`src/rtl/mem_cmd_responder_pkg.sv`:
```
// Shared definitions for the tester command interface: command codes,
// default bus widths and the responder state encoding. The tester controller
// imports the same package so both ends agree on the codes.
package mem_cmd_responder_pkg;

    localparam int PKG_ADDR_W = 16;
    localparam int PKG_DATA_W = 8;

    localparam logic [7:0] PKG_CMD_RD = 8'h00;
    localparam logic [7:0] PKG_CMD_WR = 8'h01;

    typedef logic [2:0] state_t;

    localparam state_t S_IDLE     = 3'd0;
    localparam state_t S_WR_WAIT  = 3'd1;
    localparam state_t S_WR_MEM   = 3'd2;
    localparam state_t S_RD_ISSUE = 3'd3;
    localparam state_t S_RD_WAIT  = 3'd4;
    localparam state_t S_RD_SEND  = 3'd5;
    localparam state_t S_DONE     = 3'd6;
    localparam state_t S_ERR      = 3'd7;

endpackage

```
`src/rtl/mem_cmd_responder.sv`:
```
// Processor-side responder for the tester command interface. Accepts a
// read or write command over an inclusive address range and moves bytes
// between the UART streams and an external synchronous RAM, one byte at a
// time in ascending address order.
module mem_cmd_responder
    import mem_cmd_responder_pkg::*;
#(
    parameter int         ADDR_W = PKG_ADDR_W,
    parameter int         DATA_W = PKG_DATA_W,
    parameter logic [7:0] CMD_RD = PKG_CMD_RD,
    parameter logic [7:0] CMD_WR = PKG_CMD_WR
) (
    input  logic              i_clk,
    input  logic              i_rst,
    input  logic              i_cmd_start,
    input  logic [7:0]        i_command,
    input  logic [ADDR_W-1:0] i_start_addr,
    input  logic [ADDR_W-1:0] i_end_addr,
    output logic              o_busy,
    output logic              o_cmd_err,
    output logic              o_rx_done,
    output logic              o_tx_done,
    input  logic              i_rx_valid,
    input  logic [DATA_W-1:0] i_rx_data,
    output logic              o_rx_ready,
    output logic              o_tx_valid,
    output logic [DATA_W-1:0] o_tx_data,
    input  logic              i_tx_ready,
    output logic [ADDR_W-1:0] o_mem_addr,
    output logic              o_mem_we,
    output logic [DATA_W-1:0] o_mem_wdata,
    input  logic [DATA_W-1:0] i_mem_rdata
);

    state_t              r_state;
    logic [ADDR_W-1:0]   r_curAddr;
    logic [ADDR_W-1:0]   r_endAddr;
    logic                r_busy;
    logic                r_cmdErr;
    logic                r_rxDone;
    logic                r_txDone;
    logic                r_rxReady;
    logic                r_txValid;
    logic [DATA_W-1:0]   r_txData;
    logic [ADDR_W-1:0]   r_memAddr;
    logic                r_memWe;
    logic [DATA_W-1:0]   r_memWdata;

    logic [ADDR_W-1:0]   w_curNext;
    logic                w_curIsEnd;
    logic                w_cmdBad;

    // The end test is done on the current address before incrementing, so an
    // all-ones end address finishes without the counter wrapping to zero.
    assign w_curNext  = r_curAddr + {{(ADDR_W-1){1'b0}}, 1'b1};
    assign w_curIsEnd = (r_curAddr == r_endAddr);
    assign w_cmdBad   = (i_end_addr < i_start_addr) ||
                        ((i_command != CMD_RD) && (i_command != CMD_WR));

    // Command FSM: every output is a register updated here.
    always_ff @(posedge i_clk or posedge i_rst) begin
        if (i_rst) begin
            r_state    <= S_IDLE;
            r_curAddr  <= '0;
            r_endAddr  <= '0;
            r_busy     <= 1'b0;
            r_cmdErr   <= 1'b0;
            r_rxDone   <= 1'b0;
            r_txDone   <= 1'b0;
            r_rxReady  <= 1'b0;
            r_txValid  <= 1'b0;
            r_txData   <= '0;
            r_memAddr  <= '0;
            r_memWe    <= 1'b0;
            r_memWdata <= '0;
        end else begin
            r_cmdErr <= 1'b0;
            r_rxDone <= 1'b0;
            r_txDone <= 1'b0;
            r_memWe  <= 1'b0;
            case (r_state)
                S_IDLE: begin
                    if (i_cmd_start) begin
                        r_curAddr <= i_start_addr;
                        r_endAddr <= i_end_addr;
                        r_busy    <= 1'b1;
                        if (w_cmdBad) begin
                            r_cmdErr <= 1'b1;
                            r_state  <= S_ERR;
                        end else if (i_command == CMD_WR) begin
                            r_rxReady <= 1'b1;
                            r_state   <= S_WR_WAIT;
                        end else begin
                            // Present the first read address while in RD_ISSUE so
                            // the RAM data is available during RD_WAIT.
                            r_memAddr <= i_start_addr;
                            r_state   <= S_RD_ISSUE;
                        end
                    end
                end
                S_ERR: begin
                    r_busy  <= 1'b0;
                    r_state <= S_IDLE;
                end
                S_WR_WAIT: begin
                    if (i_rx_valid && r_rxReady) begin
                        r_rxReady  <= 1'b0;
                        r_memAddr  <= r_curAddr;
                        r_memWdata <= i_rx_data;
                        r_memWe    <= 1'b1;
                        r_state    <= S_WR_MEM;
                    end
                end
                S_WR_MEM: begin
                    if (w_curIsEnd) begin
                        r_rxDone <= 1'b1;
                        r_state  <= S_DONE;
                    end else begin
                        r_curAddr <= w_curNext;
                        r_rxReady <= 1'b1;
                        r_state   <= S_WR_WAIT;
                    end
                end
                S_RD_ISSUE: begin
                    r_state <= S_RD_WAIT;
                end
                S_RD_WAIT: begin
                    r_txData  <= i_mem_rdata;
                    r_txValid <= 1'b1;
                    r_state   <= S_RD_SEND;
                end
                S_RD_SEND: begin
                    if (i_tx_ready) begin
                        r_txValid <= 1'b0;
                        if (w_curIsEnd) begin
                            r_txDone <= 1'b1;
                            r_state  <= S_DONE;
                        end else begin
                            r_curAddr <= w_curNext;
                            r_memAddr <= w_curNext;
                            r_state   <= S_RD_ISSUE;
                        end
                    end
                end
                S_DONE: begin
                    r_busy  <= 1'b0;
                    r_state <= S_IDLE;
                end
                default: begin
                    r_busy    <= 1'b0;
                    r_rxReady <= 1'b0;
                    r_txValid <= 1'b0;
                    r_state   <= S_IDLE;
                end
            endcase
        end
    end

    assign o_busy      = r_busy;
    assign o_cmd_err   = r_cmdErr;
    assign o_rx_done   = r_rxDone;
    assign o_tx_done   = r_txDone;
    assign o_rx_ready  = r_rxReady;
    assign o_tx_valid  = r_txValid;
    assign o_tx_data   = r_txData;
    assign o_mem_addr  = r_memAddr;
    assign o_mem_we    = r_memWe;
    assign o_mem_wdata = r_memWdata;

endmodule

```
`config.mk`:
```
export PLATFORM = sky130hd
export DESIGN_NAME = mem_cmd_responder
export DESIGN_NICKNAME = d
export VERILOG_FILES = /design/src/rtl/mem_cmd_responder_pkg.sv /design/src/rtl/mem_cmd_responder.sv
export SDC_FILE = /design/constraint.sdc
export NUM_CORES = 1
export LEC_CHECK = 0
export ABC_AREA = 1
export CORE_UTILIZATION = 55
export DETAILED_ROUTE_END_ITERATION = 6
export PLACE_DENSITY = 0.94
export SETUP_SLACK_MARGIN = 0.02
export SYNTH_ARGS = -nofsm -noshare
export SYNTH_HDL_FRONTEND = slang
export SYNTH_SLANG_ARGS = --single-unit
```
`constraint.sdc`:
```
create_clock -name i_clk -period 3.28 [get_ports i_clk]
set_input_delay 0.492 -clock i_clk [delete_from_list [all_inputs] [get_ports i_clk]]
set_output_delay 0.492 -clock i_clk [all_outputs]
set_load 0.1 [all_outputs]
```
==> flow_summary.json, run 1 <==
{
  "grtUsageTotal_pct": 31.0,
  "postCtsSetupBuffers": 0,
  "tns_ns": 0,
  "num_vias": 4500,
  "n_antenna_cell": 0,
  "rr_startpoint": "r_state[1]",
  "synth_warnings": 0,
  "grt_pass1_wl_um": 20500,
  "via_per_inst": 5.63,
  "end_kind": "output port",
  "first_global_vias": 4326,
  "ys_ff_latch": 74,
  "synth-xor-area-share_pct": 2.17,
  "rows": 32,
  "seq_area_frac_synth_pct": 41.8,
  "start_util_pct": 57.1,
  "place_congestion": 0.956,
  "path_cells": "clkdlybuf4s50_1",
  "rsz0062_at_grt": "no",
  "slowest_stage": "clkdlybuf4s50_1",
  "dieWidth_um": 91.8,
  "synth-edff-count": 0,
  "die_h_um": 91.8,
  "synth_top_family_by_area": "simple AND/OR/NAND/NOR gates",
  "drcViolationCount": 0,
  "dp_hpwl_um": 8860,
  "routed_wl_um": 12400,
  "drtIter0Drc": 411,
  "cts_made_buffers": 9,
  "hold_buffers": 0,
  "slew_headroom_pct": 31.0,
  "synth_cells": 592,
  "ios": 100,
  "root_buffer": "clkbuf_8",
  "crit_family": "buffers and inverters",
  "fin_skew_ns": 0.0175,
  "synth_mux_area_share_pct": 1.02,
  "maxSlewViolCount": 0,
  "synth_compound_gate_area_share_pct": 11.6,
  "crit_path_start": "o_tx_data[4]",
  "layout_commonest_cell": "nand2_1",
  "hold_viol_final": 0,
  "cts_resized": 0,
  "clk_pin_slew_worst_paths_ns": 0.10,
  "clock_path_buffers": 2,
  "final_antenna_net_count": 0,
  "cts.htree.levels": 3,
  "period_share_pct": 74.8,
  "status": "finished, final reports clean",
  "wire_per_inst_um": 15.5,
  "antenna_found_initial": 0,
  "critPathArrivalTime_ns": 1.96,
  "num-nets-final": 770,
  "syn_avg_cell_area_um2": 7.49,
  "core_mm2": 0.00777,
  "cts_tree": "done",
  "min_path_type": "in2async",
  "synth_ff_type": "dfrtp_1",
  "period_minus_slack_ns": 2.45,
  "synth_fa_ha_area_share_pct": 4.52,
  "area_growth_pct": 28.2,
  "setup_viol": 0,
  "clock_latency_ns": 0.37,
  "max-cap-violations": 0,
  "die-area_mm2": 0.00842,
  "crit_path_max_incr_delay_ns": 1.19,
  "cts_num_sinks": 74,
  "layout-drive-gt1-share_pct": 10.6,
  "worst_pin_slew_ns": 1.03,
  "io_buffers": 99,
  "fmax_mhz": 408,
  "grt-ovfl-total": 0,
  "crit_buf_inv": 1,
  "required_ns": 2.79,
  "synth_cell_type_count": 32,
  "cp_max_fo": 2,
  "first_pass_iters": 5,
  "synth.cell_area_mm2": 0.00443,
  "synthSimpleGateAreaFrac_pct": 30.4,
  "fill_cells": 582,
  "synth_nets": 669,
  "start_kind": "flop",
  "async_flop_share_pct": 100,
  "final_cell_mix": "nand2_1 (191), clkdlybuf4s50_1 (98), dfrtp_1 (74)",
  "grt_max_degree": 34,
  "critical_path_class": "reg2out"
}
==> metal layers <==
metal	track usage (%)	wire, um	vias up
met5	0	0	-
met4	13.4	361	0
met3	4.89	1060	37
met2	51.1	5940	269
met1	40.6	5070	2094
li1	-	-	2100
==> cell type report <==
type / count / area [um^2] / share of cell area (%)
Multi-Input combinational cell: 430 / 2200 / 38.8
Sequential cell: 74 / 1850 / 32.6
Timing Repair Buffer: 105 / 1030 / 18.2
Inverter: 73 / 284 / 5.00
Tap cell: 102 / 128 / 2.25
Clock buffer: 9 / 124 / 2.18
Clock inverter: 7 / 58.8 / 1.04
==> final timing paths <==
kind | to | cells after the start | slack (ns)
setup / recovery | o_tx_data[4] | 1 | 0.83
hold / removal | o_mem_wdata[1] | 2 | 0.34
setup reg to reg | r_curAddr[7] | 11 | 0.87
hold reg to reg | o_mem_wdata[6] | 2 | 0.48
max in group asynchronous | r_curAddr[9] | 3 | 2.19
min in group i_clk | o_mem_wdata[6] | 2 | 0.48
==> metrics by stage <==
step	worst slack [ns]	util [%]	hold slack, ns	cell area, um^2	instances
2_1_floorplan	0.906	-	0.472	4430	592
3_3_place_gp	0.701	70.8	0.454	5500	784
3_5_place_dp	0.582	70.8	0.458	5500	784
4_1_cts	0.844	73.1	0.351	5680	800
5_1_grt	0.703	73.1	0.365	5680	800
6_report	0.828	73.1	0.340	5680	800
==> cells in the mapped netlist (2+ instances only) <==
master / number / area share (%)
a21oi_1: 21 / 2.4
a22oi_1: 9 / 1.5
buf_2: 6 / 0.68
buf_4: 3 / 0.51
clkbuf_1: 4 / 0.34
dfrtp_1: 74 / 42
ha_1: 16 / 4.5
inv_1: 60 / 5.1
inv_2: 9 / 0.76
inv_4: 4 / 0.56
mux2_2: 4 / 1.0
nand2_1: 191 / 16
nand2_2: 17 / 2.4
nand2_4: 2 / 0.51
nand3_1: 38 / 4.3
nand4_1: 4 / 0.56
nor2_1: 40 / 3.4
nor2_2: 7 / 0.99
nor2_4: 3 / 0.76
nor3_1: 8 / 0.90
o21ai_0: 31 / 3.5
o21ai_1: 14 / 1.6
o221ai_1: 8 / 1.6
xor2_1: 11 / 2.2
==> registers in the layout (all words and copies together) (netlist names) <==
signal	count
o_tx_done	1
o_cmd_err	1
o_rx_done	1
o_tx_valid	1
r_endAddr	16
o_mem_addr	16
o_busy	1
o_rx_ready	1
o_mem_we	1
o_tx_data	8
r_curAddr	16
r_state	3
o_mem_wdata	8
==> logic make-up (layout without fill, tap and decap cells) <==
group                    Yosys count  after routing
AND/OR/NAND/NOR                  312            312
buffers and inverters             88            194
AO/OA/AOI/OAI                     87             87
flip-flops                        74             74
adder cells (fa/ha/maj)           16             16
XOR/XNOR                          11             11
multiplexers                       4              4
Power of run 1 is not shown: default switching activity piles up to over one toggle a cycle in this logic, so the estimate is an artifact.
==> run 2, diff against run 1 <==
CORE_UTILIZATION = 51   (was 55)
PLACE_DENSITY = 0.89   (was 0.94)
clock period = 2.51 ns   (was 3.28 ns; I/O delays follow)
==> run 2 against run 1 <==
Against the previous run:
- critical endpoint is now o_mem_addr[13]
- routed wire length is 4.9% lower
- cell count is 0.75% higher
- via count is 2.1% lower
- critical path depth is 13 higher
- die area is 7.7% higher
- global-route usage is 3.6 points lower
- non-clock buffer count is 3 higher
- clock skew is 0.0082 ns lower
- sequential cell count stayed put
- cell area is 0.37% higher
- register-to-register slack worse by 0.53 ns
==> flow_summary.json, run 2 (synthesis results as in run 1) <==
{
  "root_buffer": "clkbuf_8",
  "critPathArrivalTime_ns": 2.50,
  "critical_path_class": "in2reg",
  "n_antenna_cell": 0,
  "period_minus_slack_ns": 2.26,
  "hold_buffers": 0,
  "clk_pin_slew_worst_paths_ns": 0.08,
  "cts_num_sinks": 74,
  "cts_tree": "done",
  "dpl.cell_count": 790,
  "final_cell_mix": "nand2_1 (191), dfrtp_1 (74), clkdlybuf4s50_1 (60)",
  "reg2reg_depth": 10,
  "cp_num_cells": 14,
  "rows": 33,
  "slew_headroom_pct": 66.4,
  "num_vias": 4406,
  "fin_skew_ns": 0.00935,
  "final_antenna_net_count": 0,
  "setup_viol": 0,
  "slowest_stage": "clkdlybuf4s50_1",
  "core_mm2": 0.00830,
  "status": "finished, final reports clean",
  "grt-ovfl-total": 0,
  "via_per_inst": 5.47,
  "ios": 100,
  "wire_per_inst_um": 14.7,
  "first_pass_iters": 6,
  "fmax_mhz": 443,
  "cts.htree.levels": 3,
  "crit_path_max_incr_delay_ns": 0.49,
  "grt_pass1_wl_um": 18900,
  "rr_startpoint": "r_state[1]",
  "max-cap-violations": 0,
  "io_buffers": 99,
  "rsz0062_at_grt": "no",
  "cp_max_fo": 16,
  "layout-drive-gt1-share_pct": 16.4,
  "drcViolationCount": 0,
  "place_congestion": 0.955,
  "fill_cells": 635,
  "r2r_setup_slack_ns": 0.34,
  "routed_wl_um": 11800,
  "end_kind": "flop",
  "worst_pin_slew_ns": 0.502,
  "cts_made_buffers": 9,
  "period_share_pct": 89.8,
  "crit_top_cell": "nand2_1",
  "hold_viol_final": 0,
  "drtIter0Drc": 419,
  "layout_commonest_cell": "nand2_1",
  "dp_hpwl_um": 8740,
  "start_util_pct": 53.4,
  "crit_buf_inv": 3,
  "area_growth_pct": 28.7,
  "cts_resized": 0,
  "antenna_found_initial": 0,
  "die_h_um": 95.2,
  "first_global_vias": 4032,
  "min_path_type": "in2async",
  "path_cells": "clkdlybuf4s50_1 -> inv_1 -> ha_1 -> nand2_1 -> inv_1 -> nand3_1 -> nor3_1 -> nand2_1 -> nand2_1 -> nand2_1 -> nand2_1 -> nand2_4 -> nand2_1 -> nand2_1",
  "start_kind": "input pin",
  "grtUsageTotal_pct": 27.4,
  "die-area_mm2": 0.00907,
  "postCtsSetupBuffers": 0,
  "clock_path_buffers": 2,
  "dieWidth_um": 95.2,
  "worst_r2r_endpoint": "r_curAddr[13]",
  "crit_family": "simple AND/OR/NAND/NOR gates",
  "required_ns": 2.76,
  "num-nets-final": 773,
  "stdcell_count": 806,
  "grt_max_degree": 57,
  "clock_latency_ns": 0.35,
  "maxSlewViolCount": 0
}
-- run 2: cell types whose count changed in the layout (fill, tap and decap cells not counted) --
cell / previous run / this run
buf_12: 0 / 2
bufinv_16: 0 / 3
inv_6: 4 / 2
clkdlybuf4s50_1: 98 / 60
buf_4: 7 / 46
clkinvlp_4: 2 / 1
-- run 2: stage by stage --
stage / setup TNS, ns / hold WS (ns) / area, um^2 / util (%) / setup WS (ns)
floorplan: 0 / 0.472 / 4430 / - / 0.252
detailed placement: -0.0731 / 0.460 / 5460 / 65.7 / -0.0316
finish: 0 / 0.333 / 5700 / 68.7 / 0.255
global route: 0 / 0.369 / 5700 / 68.7 / 0.105
CTS: 0 / 0.342 / 5700 / 68.7 / 0.260
global placement: 0 / 0.457 / 5460 / 65.7 / 0.119
-- run 2: cell type report --
type,count,area (um^2),area share (%)
Clock inverter,7,124,2.17
Tap cell,105,131,2.30
Sequential cell,74,1850,32.5
Clock buffer,9,124,2.17
Timing Repair Buffer,108,986,17.3
Inverter,73,284,4.98
Multi-Input combinational cell,430,2200,38.6
-- run 2: worst register-to-register path: stages (launching register included) --
cell and delay [ns]:
dfrtp_1 0.44, nor2_2 0.16, nand2_2 0.14, inv_4 0.22
nor2_4 0.10, inv_4 0.20, nand2_2 0.12, a21boi_4 0.13
buf_4 0.34, nand2_1 0.12, o21ai_1 0.12
-- run 2: metal layers --
metal	wire, um	GRT usage [%]	share of wire [%]
met5	0	0	0
met1	4950	36.7	42
met2	5770	44.6	49
met3	872	3.99	7.4
met4	221	10.6	1.9
-- run 2: worst max path at each step --
| stage | to | start |
|---|---|---|
| 2_1_floorplan | o_busy | i_rst |
| 3_3_place_gp | o_mem_addr[13] | i_start_addr[11] |
| 3_5_place_dp | o_mem_addr[15] | i_start_addr[15] |
| 4_1_cts | o_mem_addr[15] | i_start_addr[15] |
| 5_1_grt | o_mem_addr[13] | i_start_addr[15] |
| 6_report | o_mem_addr[13] | i_start_addr[15] |
Power of run 2 is left out for the same reason.
==> run 3, diff against run 2 <==
ABC_CLOCK_PERIOD_IN_PS = 2510   (was unset)
CORE_UTILIZATION = 50   (was 51)
PLACE_DENSITY = 0.87   (was 0.89)
==> run 3 against run 2 <==
Against the previous run:
- cell area down 1.2%
- hold slack better by 0.11 ns
- via count down 1.4%
- clock skew down 0.0019 ns
- cell count unchanged
- count of clock-buffer cells in the layout up 1
- sequential cell count unchanged
- critical path depth unchanged
- register-to-register slack worse by 0.02 ns
- core utilization down 1.5 points
- global-route usage down 0.40 points
==> flow_summary.json, run 3 (synthesis results as in run 1) <==
{
  "status": "finished, final reports clean",
  "dieWidth_um": 96.1,
  "required_ns": 2.80,
  "critical_path_class": "in2reg",
  "num_vias": 4343,
  "cts_made_buffers": 9,
  "grtUsageTotal_pct": 27.0,
  "fmax_mhz": 451,
  "postCtsSetupBuffers": 0,
  "start_util_pct": 52.9,
  "area_growth_pct": 27.2,
  "r2r_setup_slack_ns": 0.32,
  "layout_commonest_cell": "nand2_1",
  "rows": 33,
  "ios": 100,
  "crit_buf_inv": 4,
  "end_kind": "flop",
  "grt_pass1_wl_um": 19000,
  "final_cell_mix": "nand2_1 (191), dfrtp_1 (74), clkdlybuf4s50_1 (60)",
  "drtIter0Drc": 387,
  "die-area_mm2": 0.00924,
  "n_antenna_cell": 0,
  "first_global_vias": 4101,
  "worst_pin_slew_ns": 0.425,
  "final_antenna_net_count": 0,
  "critPathArrivalTime_ns": 2.51,
  "setup_ws_ns": 0.292,
  "stdcell_count": 806,
  "start_kind": "input pin",
  "cts_num_sinks": 74,
  "slowest_stage": "clkdlybuf4s50_1",
  "root_buffer": "clkbuf_8",
  "period_minus_slack_ns": 2.22,
  "num-nets-final": 773,
  "dpl.cell_count": 790,
  "routed_wl_um": 11600,
  "reg2reg_depth": 10,
  "place_congestion": 0.920,
  "io_buffers": 99,
  "dp_slack_ns": -0.0561,
  "hold_viol_final": 0,
  "cts_resized": 0,
  "core_mm2": 0.00838,
  "cp_max_fo": 16,
  "crit_top_cell": "nand2_1",
  "crit_family": "simple AND/OR/NAND/NOR gates",
  "rsz0062_at_grt": "no",
  "clock_path_buffers": 2,
  "crit_path_max_incr_delay_ns": 0.53,
  "wire_per_inst_um": 14.4,
  "max-cap-violations": 0,
  "min_path_type": "in2async",
  "hold_buffers": 0,
  "cts_tree": "done",
  "clk_pin_slew_worst_paths_ns": 0.08,
  "cp_num_cells": 14,
  "antenna_found_initial": 0,
  "period_share_pct": 88.4,
  "maxSlewViolCount": 0,
  "via_per_inst": 5.39,
  "slew_headroom_pct": 71.6,
  "clock_latency_ns": 0.35,
  "layout-drive-gt1-share_pct": 16.3,
  "drcViolationCount": 0,
  "grt_max_degree": 75,
  "fill_cells": 700,
  "worst_r2r_endpoint": "r_curAddr[7]",
  "fin_skew_ns": 0.00744,
  "first_pass_iters": 5,
  "path_cells": "clkdlybuf4s50_1 -> inv_1 -> ha_1 -> nand2_1 -> inv_1 -> nand3_1 -> nor3_1 -> nand2_1 -> nand2_1 -> nand2_1 -> nand2_1 -> buf_4 -> nand3_1 -> nand2_1",
  "die_h_um": 96.1,
  "grt-ovfl-total": 0,
  "rr_startpoint": "r_state[1]",
  "setup_viol": 0,
  "cts.htree.levels": 3,
  "dp_hpwl_um": 8830
}
[run 3: cell types whose count changed in the layout (fill, tap and decap cells not counted)]
cell	delta
clkinv_2	+1
clkinvlp_4	+2
inv_6	-1
clkinv_4	-1
bufinv_16	-2
buf_12	-1
clkbuf_1	+1
buf_4	+1
[run 3: layout make-up]
class	instances	area (um^2)	share of cell area (%)
inverters	73	284	5.04
clock buffers	10	128	2.26
multi-input cells	430	2200	39.1
well taps	105	131	2.33
repair buffers	108	973	17.3
flip-flops and latches	74	1850	32.9
clock inverters	6	66.3	1.18
[run 3: worst reg2reg max path, stage by stage, from the launching register on]
cell and delay, ns:
dfrtp_1 0.44, nor2_2 0.19, nand2_2 0.16, inv_4 0.22, nor2_4 0.10, inv_4 0.21
nand2_2 0.12, a21boi_4 0.13, buf_4 0.33, nand2_1 0.09, o21ai_1 0.11
[run 3: layer usage]
| layer | up-vias | wire length, um | track usage [%] |
|---|---|---|---|
| li1 | 2111 | - | - |
| met4 | 0 | 217 | 9.83 |
| met5 | - | 0 | 0 |
| met2 | 182 | 5620 | 43.8 |
| met3 | 24 | 775 | 3.16 |
| met1 | 2026 | 5010 | 36.9 |
[run 3: worst max path at each step]
stage                                 from              to  slack (ns)
after floorplan                      i_rst          o_busy        0.25
after global placement    i_start_addr[10]  o_mem_addr[11]         0.1
after detailed placement  i_start_addr[15]  o_mem_addr[15]       -0.06
after CTS                 i_start_addr[15]  o_mem_addr[15]        0.30
after global routing      i_start_addr[15]  o_mem_addr[13]        0.12
final                     i_start_addr[15]  o_mem_addr[15]        0.29
[run 3: stage by stage]
stage	area [um^2]	util (%)	setup TNS [ns]	hold slack (ns)
6_report	5640	67.2	0	0.438
3_5_place_dp	5440	64.9	-0.364	0.464
5_1_grt	5640	67.2	0	0.472
3_3_place_gp	5440	64.9	0	0.456
4_1_cts	5640	67.2	0	0.454
2_1_floorplan	4430	-	0	0.472
Power of run 3 is left out for the same reason.
